### src/rtl/muldiv_seq_pkg.sv
// muldiv_seq_pkg
// Shared definitions for the iterative multiply/divide sequencer:
//   - op encoding driven by the control FSM on 'op'
//   - sequencer state encoding
//   - number of shift/add or shift/subtract iterations per operation
package muldiv_seq_pkg;

  localparam logic OP_MULT = 1'b0;
  localparam logic OP_DIV  = 1'b1;

  // One iteration per operand bit; must equal the datapath WIDTH.
  localparam int ITER = 32;

  typedef enum logic [2:0] {
    IDLE,
    CALC,
    FIX,
    DONE,
    DZ
  } state_t;

endpackage

### src/rtl/muldiv_seq_if.sv
// muldiv_seq_if
// Request/result bundle between the main control FSM (master) and the
// multiply/divide sequencer (slave).
//   start, op, a, b         : request from the control FSM
//   busy, done, div_zero    : status back to the control FSM / exception logic
//   hi_out, lo_out          : values for the HI and LO registers
//   hi_we, lo_we            : HI/LO write enables (always asserted together)
interface muldiv_seq_if #(
  parameter int WIDTH = 32
);

  logic             start;
  logic             op;
  logic [WIDTH-1:0] a;
  logic [WIDTH-1:0] b;
  logic             busy;
  logic             done;
  logic             div_zero;
  logic [WIDTH-1:0] hi_out;
  logic [WIDTH-1:0] lo_out;
  logic             hi_we;
  logic             lo_we;

  modport master (
    output start, op, a, b,
    input  busy, done, div_zero, hi_out, lo_out, hi_we, lo_we
  );

  modport slave (
    input  start, op, a, b,
    output busy, done, div_zero, hi_out, lo_out, hi_we, lo_we
  );

endinterface

### src/rtl/muldiv_seq.sv
// muldiv_seq
// Iterative signed multiply / restoring divide for the HI/LO registers.
// An accepted request runs ITER CALC cycles on operand magnitudes, one FIX
// cycle that applies result signs, then one DONE cycle that pulses the
// write enables. Division by zero takes a single DZ cycle instead.
// Ports:
//   clock : rising-edge clock
//   reset : synchronous, active-high
//   bus   : muldiv_seq_if slave (start/op/a/b in; busy/done/div_zero,
//           hi_out/lo_out, hi_we/lo_we out)
module muldiv_seq
  import muldiv_seq_pkg::*;
#(
  parameter int WIDTH = 32
) (
  input  logic        clock,
  input  logic        reset,
  muldiv_seq_if.slave bus
);

  localparam int CNT_W = $clog2(ITER);

  state_t             r_state;
  state_t             w_state_next;
  logic [CNT_W-1:0]   r_cnt;
  // Shared shift register.
  //   mult: {partial product high half, remaining multiplier bits}
  //   div : {partial remainder, remaining dividend bits / quotient bits}
  logic [2*WIDTH-1:0] r_acc;
  // Multiplicand magnitude (mult) or divisor magnitude (div).
  logic [WIDTH-1:0]   r_opnd;
  logic               r_op;
  logic               r_neg_res;  // product / quotient must be negated
  logic               r_neg_rem;  // remainder takes the dividend's sign
  logic [WIDTH-1:0]   r_hi;
  logic [WIDTH-1:0]   r_lo;

  logic [WIDTH-1:0]   w_mag_a;
  logic [WIDTH-1:0]   w_mag_b;
  logic [WIDTH:0]     w_sum;
  logic [WIDTH:0]     w_trial;
  logic [2*WIDTH-1:0] w_prod_fix;

  // Magnitudes as unsigned values; the most negative input maps onto
  // itself, which is its correct unsigned magnitude.
  assign w_mag_a = bus.a[WIDTH-1] ? -bus.a : bus.a;
  assign w_mag_b = bus.b[WIDTH-1] ? -bus.b : bus.b;

  // Multiply step: conditionally add the multiplicand into the high half;
  // the carry lands in bit WIDTH and is shifted down with everything else.
  assign w_sum = {1'b0, r_acc[2*WIDTH-1:WIDTH]} +
                 (r_acc[0] ? {1'b0, r_opnd} : {(WIDTH+1){1'b0}});

  // Divide step: remainder shifted left with the next dividend bit, minus
  // the divisor. Bit WIDTH set means the trial went negative (restore).
  assign w_trial = r_acc[2*WIDTH-1:WIDTH-1] - {1'b0, r_opnd};

  assign w_prod_fix = r_neg_res ? -r_acc : r_acc;

  always_ff @(posedge clock) begin
    if (reset) begin
      r_state <= IDLE;
    end else begin
      r_state <= w_state_next;
    end
  end

  always_comb begin
    w_state_next = r_state;
    bus.busy     = 1'b1;
    bus.done     = 1'b0;
    bus.div_zero = 1'b0;
    bus.hi_we    = 1'b0;
    bus.lo_we    = 1'b0;
    case (r_state)
      IDLE: begin
        bus.busy = 1'b0;
        if (bus.start) begin
          w_state_next = (bus.op == OP_DIV && bus.b == '0) ? DZ : CALC;
        end
      end
      CALC: begin
        if (r_cnt == CNT_W'(ITER - 1)) begin
          w_state_next = FIX;
        end
      end
      FIX: begin
        w_state_next = DONE;
      end
      DONE: begin
        w_state_next = IDLE;
        bus.done     = 1'b1;
        bus.hi_we    = 1'b1;
        bus.lo_we    = 1'b1;
      end
      DZ: begin
        w_state_next = IDLE;
        bus.div_zero = 1'b1;
      end
      default: begin
        w_state_next = IDLE;
      end
    endcase
  end

  always_ff @(posedge clock) begin
    if (reset) begin
      r_cnt     <= '0;
      r_acc     <= '0;
      r_opnd    <= '0;
      r_op      <= OP_MULT;
      r_neg_res <= 1'b0;
      r_neg_rem <= 1'b0;
      r_hi      <= '0;
      r_lo      <= '0;
    end else begin
      case (r_state)
        IDLE: begin
          // Capture also happens on a DZ request; the values are never
          // used because DZ returns straight to IDLE.
          if (bus.start) begin
            r_cnt     <= '0;
            r_op      <= bus.op;
            r_neg_res <= bus.a[WIDTH-1] ^ bus.b[WIDTH-1];
            r_neg_rem <= bus.a[WIDTH-1];
            if (bus.op == OP_DIV) begin
              r_acc  <= {{WIDTH{1'b0}}, w_mag_a};
              r_opnd <= w_mag_b;
            end else begin
              r_acc  <= {{WIDTH{1'b0}}, w_mag_b};
              r_opnd <= w_mag_a;
            end
          end
        end
        CALC: begin
          r_cnt <= r_cnt + CNT_W'(1);
          if (r_op == OP_DIV) begin
            if (w_trial[WIDTH]) begin
              r_acc <= {r_acc[2*WIDTH-2:0], 1'b0};
            end else begin
              r_acc <= {w_trial[WIDTH-1:0], r_acc[WIDTH-2:0], 1'b1};
            end
          end else begin
            r_acc <= {w_sum, r_acc[WIDTH-1:1]};
          end
        end
        FIX: begin
          if (r_op == OP_DIV) begin
            r_lo <= r_neg_res ? -r_acc[WIDTH-1:0] : r_acc[WIDTH-1:0];
            r_hi <= r_neg_rem ? -r_acc[2*WIDTH-1:WIDTH] : r_acc[2*WIDTH-1:WIDTH];
          end else begin
            r_lo <= w_prod_fix[WIDTH-1:0];
            r_hi <= w_prod_fix[2*WIDTH-1:WIDTH];
          end
        end
        default: begin
        end
      endcase
    end
  end

  assign bus.hi_out = r_hi;
  assign bus.lo_out = r_lo;

endmodule

### src/flat_wrapper.sv
// flat-port wrapper written by rule: the top's interface ports become plain ports
module muldiv_seq_flat import muldiv_seq_pkg::*;
#(
  parameter int WIDTH = 32
)
  (clock, reset, bus_start, bus_op, bus_a, bus_b, bus_busy, bus_done, bus_div_zero, bus_hi_out, bus_lo_out, bus_hi_we, bus_lo_we);
  muldiv_seq_if #(.WIDTH(WIDTH)) bus_i ();
  input  logic clock;
  input  logic reset;
  input wire logic [$bits(bus_i.start)-1:0] bus_start;
  input wire logic [$bits(bus_i.op)-1:0] bus_op;
  input wire logic [$bits(bus_i.a)-1:0] bus_a;
  input wire logic [$bits(bus_i.b)-1:0] bus_b;
  output wire logic [$bits(bus_i.busy)-1:0] bus_busy;
  output wire logic [$bits(bus_i.done)-1:0] bus_done;
  output wire logic [$bits(bus_i.div_zero)-1:0] bus_div_zero;
  output wire logic [$bits(bus_i.hi_out)-1:0] bus_hi_out;
  output wire logic [$bits(bus_i.lo_out)-1:0] bus_lo_out;
  output wire logic [$bits(bus_i.hi_we)-1:0] bus_hi_we;
  output wire logic [$bits(bus_i.lo_we)-1:0] bus_lo_we;
  assign bus_i.start = bus_start;
  assign bus_i.op = bus_op;
  assign bus_i.a = bus_a;
  assign bus_i.b = bus_b;
  assign bus_busy = bus_i.busy;
  assign bus_done = bus_i.done;
  assign bus_div_zero = bus_i.div_zero;
  assign bus_hi_out = bus_i.hi_out;
  assign bus_lo_out = bus_i.lo_out;
  assign bus_hi_we = bus_i.hi_we;
  assign bus_lo_we = bus_i.lo_we;
  muldiv_seq #(.WIDTH(WIDTH)) u_core (.clock(clock), .reset(reset), .bus(bus_i));
endmodule
### config.mk
export PLATFORM = sky130hd
export DESIGN_NAME = muldiv_seq_flat
export DESIGN_NICKNAME = d
export VERILOG_FILES = /design/src/rtl/muldiv_seq_pkg.sv /design/src/rtl/muldiv_seq_if.sv /design/src/rtl/muldiv_seq.sv /design/src/flat_wrapper.sv
export SDC_FILE = /design/constraint.sdc
export NUM_CORES = 1
export LEC_CHECK = 0
export ABC_CLOCK_PERIOD_IN_PS = 4400
export CAP_MARGIN = 10
export CORE_UTILIZATION = 59
export DETAILED_ROUTE_END_ITERATION = 8
export GPL_TIMING_DRIVEN = 0
export HOLD_SLACK_MARGIN = 0.1
export PLACE_DENSITY_LB_ADDON = 0.15
export SETUP_SLACK_MARGIN = 0.5
export SLEW_MARGIN = 20
export SYNTH_ARGS = -nofsm -noshare
export SYNTH_HDL_FRONTEND = slang
export SYNTH_SLANG_ARGS = --single-unit
### constraint.sdc
create_clock -name clock -period 4.4 [get_ports clock]
set_input_delay 0.88 -clock clock [delete_from_list [all_inputs] [get_ports clock]]
set_output_delay 0.88 -clock clock [all_outputs]
set_load 0.005 [all_outputs]
* Word level (Yosys, flattened, before mapping) *
Index checks and enable logic that the tools add are counted.

storage, ports and cells
  register bits = 171
  bits of input ports = 68
  output and inout bits = 69
  word-level logic and storage cells = 55

cells by class
  add/sub/neg operators = 8
  equality and inequality tests = 7
  multiplexer cells = 23
  bitwise gates (word level) = 1
  reductions and logical operators = 7

operators by type and width
  cell                   number
  $mux W32               9
  $mux W64               4
  $neg A32 Y32           4
  $pmux W64 S2           1
  $neg A64 Y64           1
  $add A32 B33 Y33       1
  $sub A33 B32 Y33       1
  $logic_not A32 Y1      1
  $pmux W5 S2            1
  $mux W3                3
  $pmux W3 S3            1
  $eq A3 B2 Y1 const B   2
  $reduce_and A2 Y1      3
  $add A5 B1 Y5 const B  1
  $eq A5 B5 Y1 const B   1
  $mux W5                1
  $eq A3 B1 Y1 const B   1
  $eq A3 B3 Y1 const B   1
  $logic_not A3 Y1       1
  $mux W1                3
  $ne A2 B1 Y1 const B   1
  $ne A2 B2 Y1 const B   1
  $reduce_bool A2 Y1     1
  $logic_and A1 B1 Y1    1
  $xor A1 B1 Y1          1

* Depth between registers and ports, before layout *
  depth after elaboration = 5
  gate-level depth with buffers = 16
  gate-level depth less buffers = 14

* Worst setup path after synthesis *
Ideal clock, no wire load.

  path type = input-to-reg
  start point = in bus_a[0]
  end point = reg u_core.r_acc[28]
  library setup time = 0.058 ns
  arrival time = 3.501 ns
  path slack = 0.840 ns
  stages on the path = 11
  path through = inv_1 -> ha_1 -> or3b_1 -> or4_4 -> or3b_4 -> or4_4 -> o31ai_4 -> xnor2_1 -> nor2_1 -> a211oi_1 -> o21ba_1

between the ends
  word-level cells in the longest chain between the ends = 5

RTL lines
  what                  RTL line            RTL
  from (decl)           flat_wrapper.sv:12  input wire logic [$bits(bus_i.a)-1:0] bus_a;
  $neg A32 Y32          muldiv_seq.sv:46    assign w_mag_a = bus.a[WIDTH-1] ? -bus.a : bus.a;
  $mux W32              muldiv_seq.sv:46
  $mux W32              muldiv_seq.sv:126   if (bus.op == OP_DIV) begin
  $mux W64              muldiv_seq.sv:121   if (bus.start) begin
  $pmux W64 S2          muldiv_seq.sv:117   case (r_state)
  to (signal assigned)  muldiv_seq.sv:127   r_acc <= {{WIDTH{1'b0}}, w_mag_a};
  to (signal assigned)  muldiv_seq.sv:130   r_acc <= {{WIDTH{1'b0}}, w_mag_b};
  to (signal assigned)  muldiv_seq.sv:139   r_acc <= {r_acc[2*WIDTH-2:0], 1'b0};
  to (decl)             muldiv_seq.sv:29    logic [2*WIDTH-1:0] r_acc;

No other way between the ends. The select of a mux whose other input is x is not followed.
A chain may end at the register's enable or synchronous reset.

* Worst setup path after layout *
  start point = reg u_core.r_acc[31]
  end point = reg u_core.r_acc[0]

between the ends
  word-level cells in the longest chain between the ends = 4

RTL lines
  what              RTL line           RTL
  $sub A33 B32 Y33  muldiv_seq.sv:56   assign w_trial = r_acc[2*WIDTH-1:WIDTH-1] - {1'b0, r_opnd};
  $mux W64          muldiv_seq.sv:138  if (w_trial[WIDTH]) begin
  $mux W64          muldiv_seq.sv:137  if (r_op == OP_DIV) begin
  $pmux W64 S2      muldiv_seq.sv:117

No other way between the ends.

==> impl_metrics.env <==
export IMPL_grt_overflow_total=0
export IMPL_grt_max_degree=21
export IMPL_rsz0062_at_grt="true"
export IMPL_power_mw=4.74
export IMPL_place_area_um2=15600
export IMPL_cts_buffers=17
export IMPL_port_buffers=134
export IMPL_yosysSeqAreaShare=0.247
export IMPL_cp_arrival_ns=4.18
export IMPL_irDropWorstVdd_v=0.000279
export IMPL_holdPathStages=2
export IMPL_coreArea_um2=22800
export IMPL_worst_hold_slack_ns=0.450
export IMPL_fin_worst_skew_ns=0.0161
export IMPL_vias=14900
export IMPL_rr_worst_depth=15
export IMPL_cts_sinks=171
export IMPL_maxSlewViolCount=0
export IMPL_ff2ff_setup_slack_ns=0.53
export IMPL_drv_cap=0
export IMPL_nets=2174
export IMPL_die_area_um2=24100
export IMPL_area_delta_synth_final_pct=17.9
export IMPL_die_height_um=155
export IMPL_ys_flop_type="dfxtp_1"
export IMPL_io_pin_count=137
export IMPL_synth_commonest_cells="nor2_1, nand2_1, dfxtp_1"
export IMPL_async_reset_ff_frac=0
export IMPL_die_w_um=155
export IMPL_crit_required_ns=4.70
export IMPL_setup_violations=0
export IMPL_tns_ns=0
export IMPL_tightest_slew_ns=0.924
export IMPL_drc=0
export IMPL_finalInstanceArea_um2=16400
export IMPL_fmaxAchievable_mhz=258
export IMPL_dp_hpwl_um=37300
export IMPL_synth_distinct_cells=76
export IMPL_start_util=0.607
export IMPL_avgSynthCellArea_um2=7.37
export IMPL_ant_nets=0
export IMPL_min_from="u_core.r_opnd[15]"
export IMPL_routedWlPerCell_um=20.3
export IMPL_drt_vias_per_instance=6.33
export IMPL_synth_edf_count=0
export IMPL_synth_top_area_cell="dfxtp_1"
export IMPL_fin_crit_ns=3.87
export IMPL_yosysMostFrequentCell="nor2_1"
export IMPL_drive_gt1_frac=0.0469
export IMPL_wl_um=47900
export IMPL_antenna_found_initial=2
export IMPL_firstDrtPassIters=8
export IMPL_status="finished clean"
export IMPL_clk_latency_ns=0.45
export IMPL_htree_num_levels=4
export IMPL_yosys_top_cells_area="dfxtp_1, ha_1, nor2_1"
export IMPL_cts_tree="done"
export IMPL_cp_start_kind="flop"
export IMPL_r2r_start="u_core.r_acc[31]"
export IMPL_drtIter0Drc=1536
export IMPL_cts_setup_buffers=0
export IMPL_min_to="u_core.r_opnd[15]"
export IMPL_syn_inst=1881
export IMPL_end_kind="flop"
export IMPL_clock_path_buffers=2
export IMPL_fin_crit_sh=0.881
export IMPL_p_leak_nw=6.28
export IMPL_clkTransAtPathRegs_ns=0.08
export IMPL_p_per_area_nw_per_um2=290
export IMPL_synth_nets=2021
export IMPL_grt_pass1_wl_um=73400
export IMPL_hold_class="reg -> reg"
export IMPL_syn_area_um2=13900
export IMPL_track_usage=0.389
export IMPL_place_congestion=0.999
export IMPL_antenna_cells=0
export IMPL_grt_pass1_vias=13700
export IMPL_ys_seq_elements=171
export IMPL_slew_headroom=0.379
export IMPL_ys_warn_count=0
export IMPL_rows=55
export IMPL_r2r_end="u_core.r_acc[0]"
export IMPL_hold_viol_final=0
export IMPL_yosysTopAreaCellShare=0.247
export IMPL_cts_root_buffer="clkbuf_16"
export IMPL_crit_type="reg -> reg"
export IMPL_path_max_fanout=10
## how the worst max path moves through the flow
stage | startpoint | endpoint | depth (start not counted)
global route | u_core.r_acc[31] | u_core.r_acc[0] | 15
global placement | u_core.r_acc[31] | u_core.r_acc[0] | 15
CTS | u_core.r_acc[31] | u_core.r_acc[0] | 15
detailed placement | u_core.r_acc[31] | u_core.r_acc[0] | 15
finish | u_core.r_acc[31] | u_core.r_acc[0] | 15
floorplan | bus_a[0] | u_core.r_acc[28] | 11
## cell usage in the layout (no fill, tap or decap), types with 28 or more instances in the layout
| cell | n |
|---|---|
| xnor2_1 | 80 |
| nor3_1 | 39 |
| nand3_1 | 36 |
| clkbuf_1 | 97 |
| a31oi_1 | 33 |
| a21oi_1 | 155 |
| nand2_1 | 192 |
| dfxtp_1 | 170 |
| o21ai_0 | 93 |
| a211oi_1 | 76 |
| nor2_1 | 232 |
| inv_1 | 64 |
| o31ai_1 | 28 |
| mux2i_1 | 60 |
| xor2_1 | 89 |
| clkdlybuf4s50_1 | 132 |
| ha_1 | 70 |
## critical path: stages, from the launching register on
cell and delay (ns):
dfxtp_2 0.46, inv_1 0.14, ha_1 0.24, fa_1 0.41, nand2b_1 0.19, a21oi_1 0.25
o21ai_1 0.24, nand2_2 0.22, a221oi_4 0.11, o211a_1 0.25, nor3_2 0.26, buf_4 0.27
buf_2 0.31, mux2i_1 0.12, o21ai_0 0.17, nor2_1 0.09
## power breakdown
| part | total, mW | internal (mW) | switching [mW] |
|---|---|---|---|
| sequential | 1.68 | 1.60 | 0.0710 |
| clock | 1.64 | 0.837 | 0.798 |
| combinational | 1.43 | 0.533 | 0.901 |
## per-stage QoR
| step | utilization | setup WS (ns) | cells |
|---|---|---|---|
| CTS | 0.712 | 0.376 | 2360 |
| detailed placement | 0.683 | -0.162 | 2328 |
| global placement | 0.683 | -0.0782 | 2328 |
| global route | 0.716 | 0.439 | 2360 |
| floorplan | - | 0.840 | 1881 |
| finish | 0.716 | 0.526 | 2360 |
## area by class of cell
cell class / count / area (µm²)
multi-input cells: 1517 / 9790
inverters: 65 / 244
clock buffers: 17 / 425
repair buffers: 134 / 1340
plain buffers: 128 / 517
fillers: 1924 / 6500
well taps: 313 / 392
clock inverters: 15 / 218
flip-flops and latches: 171 / 3420
## routing by layer
layer,global-route usage,part of all wire
met1,0.522,0.42
met2,0.619,0.44
met3,0.0730,0.10
met4,0.142,0.035
met5,0,0.00027
## kinds of logic (layout without fill, tap and decap cells)
family,count (synthesis),count (layout),share of synthesized area
flops,171,171,0.247
simple gates,631,631,0.208
mux,63,63,0.0457
xor+xnor,171,171,0.108
buf+inv,193,359,0.0539
fa+ha+maj,72,72,0.0660
compound gates,580,580,0.271
## sequential cells by signal, summed over array words and instances, names as in the netlist
register           cells
u_core.r_opnd         32
u_core.r_acc          64
u_core.r_cnt           5
u_core.r_neg_res       1
u_core.bus.lo_out     32
u_core.r_op            1
u_core.r_state         3
u_core.r_neg_rem       1
u_core.bus.hi_out     32
## repair_timing
item                                   CTS  global route
pin swaps                                0             2
setup endpoints to repair               37            40
gates resized for setup                 14            23
hold buffers                             0             0
endpoints found under the hold margin    0             0
No activity file was read; power rests on OpenSTA's default activity.
